$ cat src/rtl/acker_pkg.sv
// Shared constants for the ADC sample buffer: sensor tags, field widths, entry width.
// The timestamp field only exists in builds that define ACKER_TIMESTAMP_EN.
package acker_pkg;

    localparam int ACKER_DATA_W     = 14;
    localparam int ACKER_SENSOR_W   = 2;
    localparam int ACKER_TS_W       = 16;
    localparam int ACKER_DEPTH_LOG2 = 4;

`ifdef ACKER_TIMESTAMP_EN
    localparam bit ACKER_TS_EN = 1'b1;
`else
    localparam bit ACKER_TS_EN = 1'b0;
`endif

    typedef logic [ACKER_SENSOR_W-1:0] sensor_t;

    localparam sensor_t SENSOR_0 = 2'b00;
    localparam sensor_t SENSOR_1 = 2'b01;
    localparam sensor_t SENSOR_2 = 2'b10;
    localparam sensor_t SENSOR_3 = 2'b11;

    // Stored entry layout, MSB first: {sensor, data[, timestamp]}
    function automatic int entry_w(input int data_w, input int ts_w);
        return data_w + ACKER_SENSOR_W + (ACKER_TS_EN ? ts_w : 0);
    endfunction

endpackage

$ cat src/rtl/acker_data_access_if.sv
// Sample-in handshake, configuration and host read port of the sample buffer.
// slave = the buffer itself, master = ADC controller / host side.
interface acker_data_access_if #(
    parameter int DATA_W     = 14,
    parameter int DEPTH_LOG2 = 4,
    parameter int TS_W       = 16
);
    logic [DATA_W-1:0]   da_Data_in;
    logic                da_Data_in_valid;
    logic [1:0]          da_sensor_type;
    logic                da_Ready_for_Data_in;
    logic [3:0]          sensor_mask;
    logic                flush;
    logic                rd_req;
    logic                rd_valid;
    logic [DATA_W-1:0]   rd_data;
    logic [1:0]          rd_sensor;
    logic [TS_W-1:0]     rd_timestamp;
    logic                rd_underflow;
    logic [DEPTH_LOG2:0] fill_level;
    logic [15:0]         discard_count;

    modport slave (
        input  da_Data_in, da_Data_in_valid, da_sensor_type, sensor_mask, flush, rd_req,
        output da_Ready_for_Data_in, rd_valid, rd_data, rd_sensor, rd_timestamp,
               rd_underflow, fill_level, discard_count
    );

    modport master (
        output da_Data_in, da_Data_in_valid, da_sensor_type, sensor_mask, flush, rd_req,
        input  da_Ready_for_Data_in, rd_valid, rd_data, rd_sensor, rd_timestamp,
               rd_underflow, fill_level, discard_count
    );
endinterface

$ cat src/rtl/acker_fifo_mem.sv
// Register-array storage for the sample FIFO: one write port, one registered read port.
// Read data appears the cycle after i_rd_en and holds until the next read; no backpressure.
module acker_fifo_mem #(
    parameter int WIDTH      = 16,
    parameter int DEPTH_LOG2 = 4
) (
    input  logic                  clock,
    input  logic                  reset,
    input  logic                  i_wr_en,
    input  logic [DEPTH_LOG2-1:0] i_wr_addr,
    input  logic [WIDTH-1:0]      i_wr_dat,
    input  logic                  i_rd_en,
    input  logic [DEPTH_LOG2-1:0] i_rd_addr,
    output logic [WIDTH-1:0]      o_rd_dat
);
    logic [WIDTH-1:0] r_mem [2**DEPTH_LOG2];
    logic [WIDTH-1:0] r_rd_dat;

    always_ff @(posedge clock) begin
        if (i_wr_en) begin
            r_mem[i_wr_addr] <= i_wr_dat;
        end
    end

    always_ff @(posedge clock or posedge reset) begin
        if (reset) begin
            r_rd_dat <= '0;
        end else if (i_rd_en) begin
            r_rd_dat <= r_mem[i_rd_addr];
        end
    end

    assign o_rd_dat = r_rd_dat;
endmodule

$ cat src/rtl/acker_data_access.sv
// ADC sample buffer: mask-filtered FIFO with 1-cycle request/valid readout; ready drops only when full.
// ACKER_TIMESTAMP_EN adds a free-running capture timestamp to every stored entry.
module acker_data_access
    import acker_pkg::*;
#(
    parameter int DEPTH_LOG2 = ACKER_DEPTH_LOG2,
    parameter int DATA_W     = ACKER_DATA_W,
    parameter int TS_W       = ACKER_TS_W
) (
    input  logic               clock,
    input  logic               reset,
    acker_data_access_if.slave bus
);
    localparam int EW = entry_w(DATA_W, TS_W);
    localparam logic [DEPTH_LOG2:0] FULL_CNT = {1'b1, {DEPTH_LOG2{1'b0}}};

    logic [DEPTH_LOG2-1:0] r_wr_ptr;
    logic [DEPTH_LOG2-1:0] r_rd_ptr;
    logic [DEPTH_LOG2:0]   r_count;
    logic [15:0]           r_discard;
    logic                  r_rd_valid;
    logic                  r_rd_underflow;

    logic          w_ready;
    logic          w_empty;
    logic          w_accept;
    logic          w_keep;
    logic          w_store;
    logic          w_discard;
    logic          w_pop;
    logic          w_underflow;
    logic [EW-1:0] w_wr_entry;
    logic [EW-1:0] w_rd_entry;

    // Ready depends on registered count only, so a same-cycle pop never opens the door.
    assign w_ready     = (r_count != FULL_CNT);
    assign w_empty     = (r_count == '0);
    assign w_accept    = bus.da_Data_in_valid & w_ready;
    assign w_keep      = bus.sensor_mask[bus.da_sensor_type];
    assign w_store     = w_accept & w_keep & ~bus.flush;
    assign w_discard   = w_accept & ~w_keep;
    assign w_pop       = bus.rd_req & ~w_empty & ~bus.flush;
    assign w_underflow = bus.rd_req & w_empty & ~bus.flush;

    always_ff @(posedge clock or posedge reset) begin
        if (reset) begin
            r_wr_ptr       <= '0;
            r_rd_ptr       <= '0;
            r_count        <= '0;
            r_rd_valid     <= 1'b0;
            r_rd_underflow <= 1'b0;
        end else begin
            r_rd_valid     <= w_pop;
            r_rd_underflow <= w_underflow;
            if (bus.flush) begin
                r_wr_ptr <= '0;
                r_rd_ptr <= '0;
                r_count  <= '0;
            end else begin
                if (w_store) begin
                    r_wr_ptr <= r_wr_ptr + 1'b1;
                end
                if (w_pop) begin
                    r_rd_ptr <= r_rd_ptr + 1'b1;
                end
                case ({w_store, w_pop})
                    2'b10:   r_count <= r_count + 1'b1;
                    2'b01:   r_count <= r_count - 1'b1;
                    default: r_count <= r_count;
                endcase
            end
        end
    end

    // Discards are counted even in a flush cycle; flush only clears FIFO state.
    always_ff @(posedge clock or posedge reset) begin
        if (reset) begin
            r_discard <= '0;
        end else if (w_discard && (r_discard != 16'hFFFF)) begin
            r_discard <= r_discard + 1'b1;
        end
    end

`ifdef ACKER_TIMESTAMP_EN
    logic [TS_W-1:0] r_ts;

    always_ff @(posedge clock or posedge reset) begin
        if (reset) begin
            r_ts <= '0;
        end else begin
            r_ts <= r_ts + 1'b1;
        end
    end

    assign w_wr_entry       = {bus.da_sensor_type, bus.da_Data_in, r_ts};
    assign bus.rd_timestamp = w_rd_entry[TS_W-1:0];
    assign bus.rd_data      = w_rd_entry[TS_W +: DATA_W];
`else
    assign w_wr_entry       = {bus.da_sensor_type, bus.da_Data_in};
    assign bus.rd_timestamp = {TS_W{1'b0}};
    assign bus.rd_data      = w_rd_entry[DATA_W-1:0];
`endif

    acker_fifo_mem #(
        .WIDTH      (EW),
        .DEPTH_LOG2 (DEPTH_LOG2)
    ) u_mem (
        .clock     (clock),
        .reset     (reset),
        .i_wr_en   (w_store),
        .i_wr_addr (r_wr_ptr),
        .i_wr_dat  (w_wr_entry),
        .i_rd_en   (w_pop),
        .i_rd_addr (r_rd_ptr),
        .o_rd_dat  (w_rd_entry)
    );

    assign bus.rd_sensor            = w_rd_entry[EW-1 -: ACKER_SENSOR_W];
    assign bus.da_Ready_for_Data_in = w_ready;
    assign bus.rd_valid             = r_rd_valid;
    assign bus.rd_underflow         = r_rd_underflow;
    assign bus.fill_level           = r_count;
    assign bus.discard_count        = r_discard;
endmodule

$ cat src/flat_wrapper.sv
// flat-port wrapper written by rule: the top's interface ports become plain ports
module acker_data_access_flat import acker_pkg::*;
#(
    parameter int DEPTH_LOG2 = ACKER_DEPTH_LOG2,
    parameter int DATA_W     = ACKER_DATA_W,
    parameter int TS_W       = ACKER_TS_W
)
  (clock, reset, bus_da_Data_in, bus_da_Data_in_valid, bus_da_sensor_type, bus_sensor_mask, bus_flush, bus_rd_req, bus_da_Ready_for_Data_in, bus_rd_valid, bus_rd_data, bus_rd_sensor, bus_rd_timestamp, bus_rd_underflow, bus_fill_level, bus_discard_count);
  acker_data_access_if #(.DATA_W(DATA_W), .DEPTH_LOG2(DEPTH_LOG2), .TS_W(TS_W)) bus_i ();
  input  logic clock;
  input  logic reset;
  input wire logic [$bits(bus_i.da_Data_in)-1:0] bus_da_Data_in;
  input wire logic [$bits(bus_i.da_Data_in_valid)-1:0] bus_da_Data_in_valid;
  input wire logic [$bits(bus_i.da_sensor_type)-1:0] bus_da_sensor_type;
  input wire logic [$bits(bus_i.sensor_mask)-1:0] bus_sensor_mask;
  input wire logic [$bits(bus_i.flush)-1:0] bus_flush;
  input wire logic [$bits(bus_i.rd_req)-1:0] bus_rd_req;
  output wire logic [$bits(bus_i.da_Ready_for_Data_in)-1:0] bus_da_Ready_for_Data_in;
  output wire logic [$bits(bus_i.rd_valid)-1:0] bus_rd_valid;
  output wire logic [$bits(bus_i.rd_data)-1:0] bus_rd_data;
  output wire logic [$bits(bus_i.rd_sensor)-1:0] bus_rd_sensor;
  output wire logic [$bits(bus_i.rd_timestamp)-1:0] bus_rd_timestamp;
  output wire logic [$bits(bus_i.rd_underflow)-1:0] bus_rd_underflow;
  output wire logic [$bits(bus_i.fill_level)-1:0] bus_fill_level;
  output wire logic [$bits(bus_i.discard_count)-1:0] bus_discard_count;
  assign bus_i.da_Data_in = bus_da_Data_in;
  assign bus_i.da_Data_in_valid = bus_da_Data_in_valid;
  assign bus_i.da_sensor_type = bus_da_sensor_type;
  assign bus_i.sensor_mask = bus_sensor_mask;
  assign bus_i.flush = bus_flush;
  assign bus_i.rd_req = bus_rd_req;
  assign bus_da_Ready_for_Data_in = bus_i.da_Ready_for_Data_in;
  assign bus_rd_valid = bus_i.rd_valid;
  assign bus_rd_data = bus_i.rd_data;
  assign bus_rd_sensor = bus_i.rd_sensor;
  assign bus_rd_timestamp = bus_i.rd_timestamp;
  assign bus_rd_underflow = bus_i.rd_underflow;
  assign bus_fill_level = bus_i.fill_level;
  assign bus_discard_count = bus_i.discard_count;
  acker_data_access #(.DEPTH_LOG2(DEPTH_LOG2), .DATA_W(DATA_W), .TS_W(TS_W)) u_core (.clock(clock), .reset(reset), .bus(bus_i));
endmodule
$ cat config.mk
export PLATFORM = sky130hd
export DESIGN_NAME = acker_data_access_flat
export DESIGN_NICKNAME = d
export VERILOG_FILES = /design/src/rtl/acker_pkg.sv /design/src/rtl/acker_data_access_if.sv /design/src/rtl/acker_fifo_mem.sv /design/src/rtl/acker_data_access.sv /design/src/flat_wrapper.sv
export SDC_FILE = /design/constraint.sdc
export NUM_CORES = 1
export LEC_CHECK = 0
export ABC_AREA = 1
export CORE_ASPECT_RATIO = 1.5
export CORE_MARGIN = 5
export CORE_UTILIZATION = 45
export CTS_CLUSTER_SIZE = 10
export DETAILED_ROUTE_END_ITERATION = 6
export PLACE_DENSITY = 0.7
export SLEW_MARGIN = 20
export SYNTH_ARGS = -nofsm -noshare
export SYNTH_HDL_FRONTEND = slang
export SYNTH_HIERARCHICAL = 1
export SYNTH_SLANG_ARGS = --single-unit
export TNS_END_PERCENT = 5
$ cat constraint.sdc
create_clock -name clock -period 2.5 [get_ports clock]
set_input_delay 0.625 -clock clock [delete_from_list [all_inputs] [get_ports clock]]
set_output_delay 0.625 -clock clock [all_outputs]
set_load 0.02 [all_outputs]
### Word-level counts from Yosys, hierarchy flattened

Memory sizes are Yosys's and may differ from the RTL's. A register that Yosys moved wholly into a read port is not among the register bits.
Index checks and enable logic that the tools add are counted.

* add/subtract/negate cells: 5
* multiplexer cells: 10
* eq/ne operators: 4
* div/mod/pow operators: 0
* multiply operators: 0
* bitwise operators: 11
* shift-type cells: 0
* reduce and logical (&&, ||, !) cells: 5
* magnitude comparators: 1

Operators with widths (count)
* adder 16 x 1 -> 16 bit, second input constant: 1
* two-way mux 4 bit: 4
* inequality test 16 bit, second input constant: 1
* case mux 5 bit (2 select lines): 1
* adder 4 x 1 -> 4 bit, second input constant: 2
* AND 1 bit: 8
* adder 5 x 1 -> 5 bit, second input constant: 1
* zero test 5 bit: 1
* two-way mux 5 bit: 1
* inequality test 5 bit, second input constant: 1
* subtractor 5 x 1 -> 5 bit, second input constant: 1
* nonzero test 2 bit: 2
* less-than comparator 2 x 3 -> 1 bit, second input constant: 1
* two-way mux 1 bit: 3
* NOT 1 bit: 3
* nonzero test 3 bit: 1
* binary-select mux 1 bit (select 2 bit): 1
* == test 2 x 1 -> 1 bit, second input constant: 1
* == test 2 bit, second input constant: 1
* logical AND 1 bit: 1

* memories: 1
* memory bits (writable): 256
* register bits after elaboration: 31
* input bits: 25
* output and inout bits: 56
* word-level logic and storage cells: 43
* memory bits (read-only): 0
* bits in latches: 0

Memories
* u_core.u_mem.r_mem: depth 16, bits a word 16, rd ports 1, clocked after memory_dff 1, write ports 1, line acker_fifo_mem.sv:16 `logic [WIDTH-1:0] r_mem [2**DEPTH_LOG2];`

### Longest topological paths before layout

Gate-level depths: netlist (run 1).

* depth after elaboration: 7
* depth in mapped cells: 17

### By module

The synthesis (run 1) kept the hierarchy.

By module, submodules not included
* acker_fifo_mem: cells an instance 935, seq. area each 8087.8 um^2, area each 11043.1 um^2, instances 1
* acker_data_access: cells an instance 258, seq. area each 775.7 um^2, area each 1986.9 um^2, instances 1

### Worst setup path after synthesis (run 1)

No wires, ideal clock.

* kind: reg2reg
* start: reg u_core.r_count[0], in the netlist u_core/bus.fill_level[0]
* end: mem u_core.u_mem.r_mem[12][0], enable pin
* setup time: 0.388 ns
* slack: 0.088 ns
* cell stages (with the launch flop): 9
* period minus slack after synthesis: 2.412 ns
* required time: 2.112 ns
* arrival time: 2.024 ns
* path buffers: 0
* cells stage by stage: dfrtp_1 -> nor2_1 -> nand3_1 -> nand2_1 -> inv_1 -> nand3_1 -> inv_1 -> nand3_1 -> nor2_1

* cells in the longest elaborated chain, start to end: 6

RTL lines
* from (decl): line acker_data_access.sv:19 `logic [DEPTH_LOG2:0] r_count;`
* from (signal assigned): line acker_data_access.sv:67 `2'b10: r_count <= r_count + 1'b1;`
* from (signal assigned): line acker_data_access.sv:68 `2'b01: r_count <= r_count - 1'b1;`
* from (signal assigned): line acker_data_access.sv:69 `default: r_count <= r_count;`
* inequality test 5 bit: line acker_data_access.sv:36 `assign w_ready = (r_count != FULL_CNT);`
* net bus_da_Ready_for_Data_in: line flat_wrapper.sv:18 `output wire logic [$bits(bus_i.da_Ready_for_Data_in)-1:0] bus_da_Ready_for_Data_in;`
* AND 1 bit: line acker_data_access.sv:38 `assign w_accept = bus.da_Data_in_valid & w_ready;`
* AND 1 bit (2 in a row): line acker_data_access.sv:40 `assign w_store = w_accept & w_keep & ~bus.flush;`
* net u_core.w_store: line acker_data_access.sv:28 `logic w_store;`
* two-way mux 1 bit: line acker_fifo_mem.sv:20 `if (i_wr_en) begin`
* two-way mux 1 bit (not written as such): line acker_fifo_mem.sv:21 `r_mem[i_wr_addr] <= i_wr_dat;`
* to (decl): line acker_fifo_mem.sv:16

The timed path passes the listed nets, and every way through them passes these cells.

### Worst setup path in the final report (run 1)

* start: reg u_core.r_count[0], in the netlist u_core/bus.fill_level[0]
* end: out bus_da_Ready_for_Data_in

* cells in the longest elaborated chain, start to end: 1

RTL lines (line)
* inequality test 5 bit: acker_data_access.sv:36
* to (decl): flat_wrapper.sv:18

Every way passes these cells.

==> results.cfg, run 1 <==
[floorplan]
die_x_um = 148.9
die_y_um = 218.4
die_area_sq_um = 32530
io_pins = 81
core_area_sq_um = 28620
start_util = 0.4552
rows = 76

[power_and_ir_drop]
ir_drop_mv = 0.7212
p_per_area_nw_per_um2 = 956.5
p_leak_nw = 5.962

[setup_path]
criticalPathCategory = flop to primary output
cp_max_fo = 5
worstPathArrival_ps = 1790
rrSetupSlack_ps = 290
crit_required_ps = 1880
end_kind = primary output
cp-start-kind = flop

[timing]
worstMarginPinSlew_ps = 687.9
hold_viol = 0
fmax_mhz = 414.6
setup_violations = 0
clock_skew_ps = 11.55
fin_crit_sh = 0.9648
min_period_ps = 2412
rsz0062_at_grt = false
drv_slew = 0
whs_ps = 473.5
slew_headroom = 0.5400
setup_ws_ps = 88.07

[yosys]
synthCells = 1193
yosys_warnings = 6
yosys_register_bits = 303
ys_top_cells_by_area = edfxtp_1, nand2_1, dfrtp_1, nand3_1, buf_6
synth_largest_area_cell = edfxtp_1
yosysTopAreaCellShare = 0.5900
synth.avg_cell_area_sq_um = 10.92
synth_edf_count = 256
async_reset_ff_frac = 0.1551
synth_ff_type = edfxtp_1
synth.most_common_cell = nand2_1
ys_types = 29
ys_seq_area_frac = 0.6802
ys_top_cells_by_count = nand2_1, edfxtp_1, nand3_1, dfrtp_1, nor2_1
syn_area_sq_um = 13030

[global_routing]
grt_use_total = 0.1913
grt_pass1_wl_um = 48340
overflow = 0
grt_max_degree = 133
antenna_found_initial = 0
grt_pass1_vias = 9032

[clock_tree]
cts_hold_buf = 0
ctsRootBufferMaster = clkbuf_16
clockBufferDepth = 3
cts_max_level = 2
clkTransAtPathRegs_ps = 60
clock_latency_ps = 500
cts_num_sinks = 303
cts_buffers = 36
cts_tree = yes

[cells_and_area]
nNetsFinal = 1332
syn_to_final_growth_pct = 18.10
antenna_cells = 0
final_cell_area_sq_um = 15390
fin_cells = 1716
drive_above_1_share = 0.1048
utilization = 0.5376

[drt]
drt-vias-per-instance = 5.219
dr.pass1.iters = 5
drtIter0Drc = 705
wl_per_cell_um = 17.97
routed_wl_um = 30830
vias = 8955
drcViolationCount = 0
postRouteAntennaNets = 0

[place]
port-buffer-count = 64
hpwl_um = 19360
gp_congestion = 0.8024
place_inst = 1652
post-place-ws_ps = -383.2
place_area_sq_um = 14340

[hold_path]
hp-class = flop to flop

[job]
maxCapViolations = 0

[status]
status = complete, no violations
-- cell families after synthesis --
logic type	share of synthesized area
simple gates	0.2382
flops	0.6802
buf+inv	0.05435
compound gates	0.009506
xor+xnor	0.01008
fa+ha+maj	0.007298
other cells	0.0002878
-- per-stage QoR --
step / power [mW] / setup TNS, ps
detailed placement: 10.16 / -70050
global route: 15.52 / 0
global placement: 10.07 / -62120
CTS: 14.82 / 0
floorplan: 9.066 / 0
finish: 14.72 / 0
-- critical path, stage by stage, from the launching register on --
cell and delay (ps):
dfrtp_1 440, nor2_1 170, nand3_1 120, clkdlybuf4s50_1 560
-- sequential cells by signal, indices dropped and copies added (netlist names) --
name                      flops
u_core/bus.rd_underflow       1
u_core/r_rd_ptr               4
u_core/bus.fill_level         5
u_core/bus.rd_valid           1
u_core/u_mem/r_mem          256
u_core/r_wr_ptr               4
u_core/bus.discard_count     16
u_core/u_mem/o_rd_dat        16
-- power by group --
| group | switching [mW] | internal, mW |
|---|---|---|
| Sequential | 0.236 | 5.76 |
| Clock | 1.85 | 2.78 |
| Combinational | 2.67 | 1.43 |
-- per-layer routing --
| layer | vias up | GRT usage | part of all wire |
|---|---|---|---|
| met5 | - | 0 | 0 |
| li1 | 4229 | - | - |
| met2 | 347 | 0.3476 | 0.53 |
| met1 | 4305 | 0.2305 | 0.38 |
| met3 | 74 | 0.02842 | 0.063 |
| met4 | 0 | 0.06656 | 0.033 |
-- final timing paths --
kind | from | to | cells past startpoint
setup / recovery | u_core/bus.fill_level[0]$_DFFE_PP0P_ | bus_da_Ready_for_Data_in | 3
min in group asynchronous | reset | u_core/u_mem/o_rd_dat[2]$_DFFE_PP0P_ | 2
setup reg to reg | u_core/bus.fill_level[0]$_DFFE_PP0P_ | u_core/bus.fill_level[4]$_DFFE_PP0P_ | 16
hold reg to reg | u_core/u_mem/o_rd_dat[10]$_DFFE_PP0P_ | u_core/u_mem/o_rd_dat[10]$_DFFE_PP0P_ | 2
max in group asynchronous | reset | u_core/r_rd_ptr[0]$_DFFE_PP0P_ | 3
hold / removal | u_core/u_mem/o_rd_dat[10]$_DFFE_PP0P_ | u_core/u_mem/o_rd_dat[10]$_DFFE_PP0P_ | 2
-- layout by cell type (no fill, tap or decap), types with 2 or more instances in the layout --
cell             netlist  final
xor2_1                 8      8
inv_1                 34     34
clkbuf_1               8     25
edfxtp_1             256    256
o21ai_1                5      5
nor3_1                 7      7
ha_1                   6      6
nor2_1                43     27
conb_1                 1     16
clkdlybuf4s50_1        0     62
buf_4                 19     49
nand4_1                2      2
clkbuf_16              0     37
nand3_1              217    217
nand2_2                7      7
nand2_1              453    453
o21ai_0                7      7
dfrtp_1               47     45
buf_12                 0     14
a21oi_1                4      4
dlymetal6s2s_1         0      2
o21ai_2                5      5
nor2_2                 1     17
nand3b_1               3      3
xnor2_1                7      7
nand3_2                2      2
-- repair_timing --
item / 4_1_cts / 5_1_grt
setup buffers: 0 / 0
resized for setup: 0 / 2
setup endpoints to repair: 0 / 1
-- area by class of cell --
type / count / area (sq um)
fillers: 2395 / 13230
flip-flops and latches: 303 / 8869
multi-input cells: 795 / 3555
repair buffers: 127 / 1294
clock buffers: 63 / 1033
well taps: 390 / 488.0
inverters: 37 / 142.6
clock inverters: 1 / 7.507
(Power assumes the default switching activity.)
==> run 2, diff against run 1 <==
--- a/config.mk
+++ b/config.mk
@@ -17,4 +17,3 @@
 export SYNTH_HDL_FRONTEND = slang
 export SYNTH_HIERARCHICAL = 1
 export SYNTH_SLANG_ARGS = --single-unit
-export TNS_END_PERCENT = 5
==> results of run 2 <==
Final layout, timing and power as in run 1 (identical DEF).
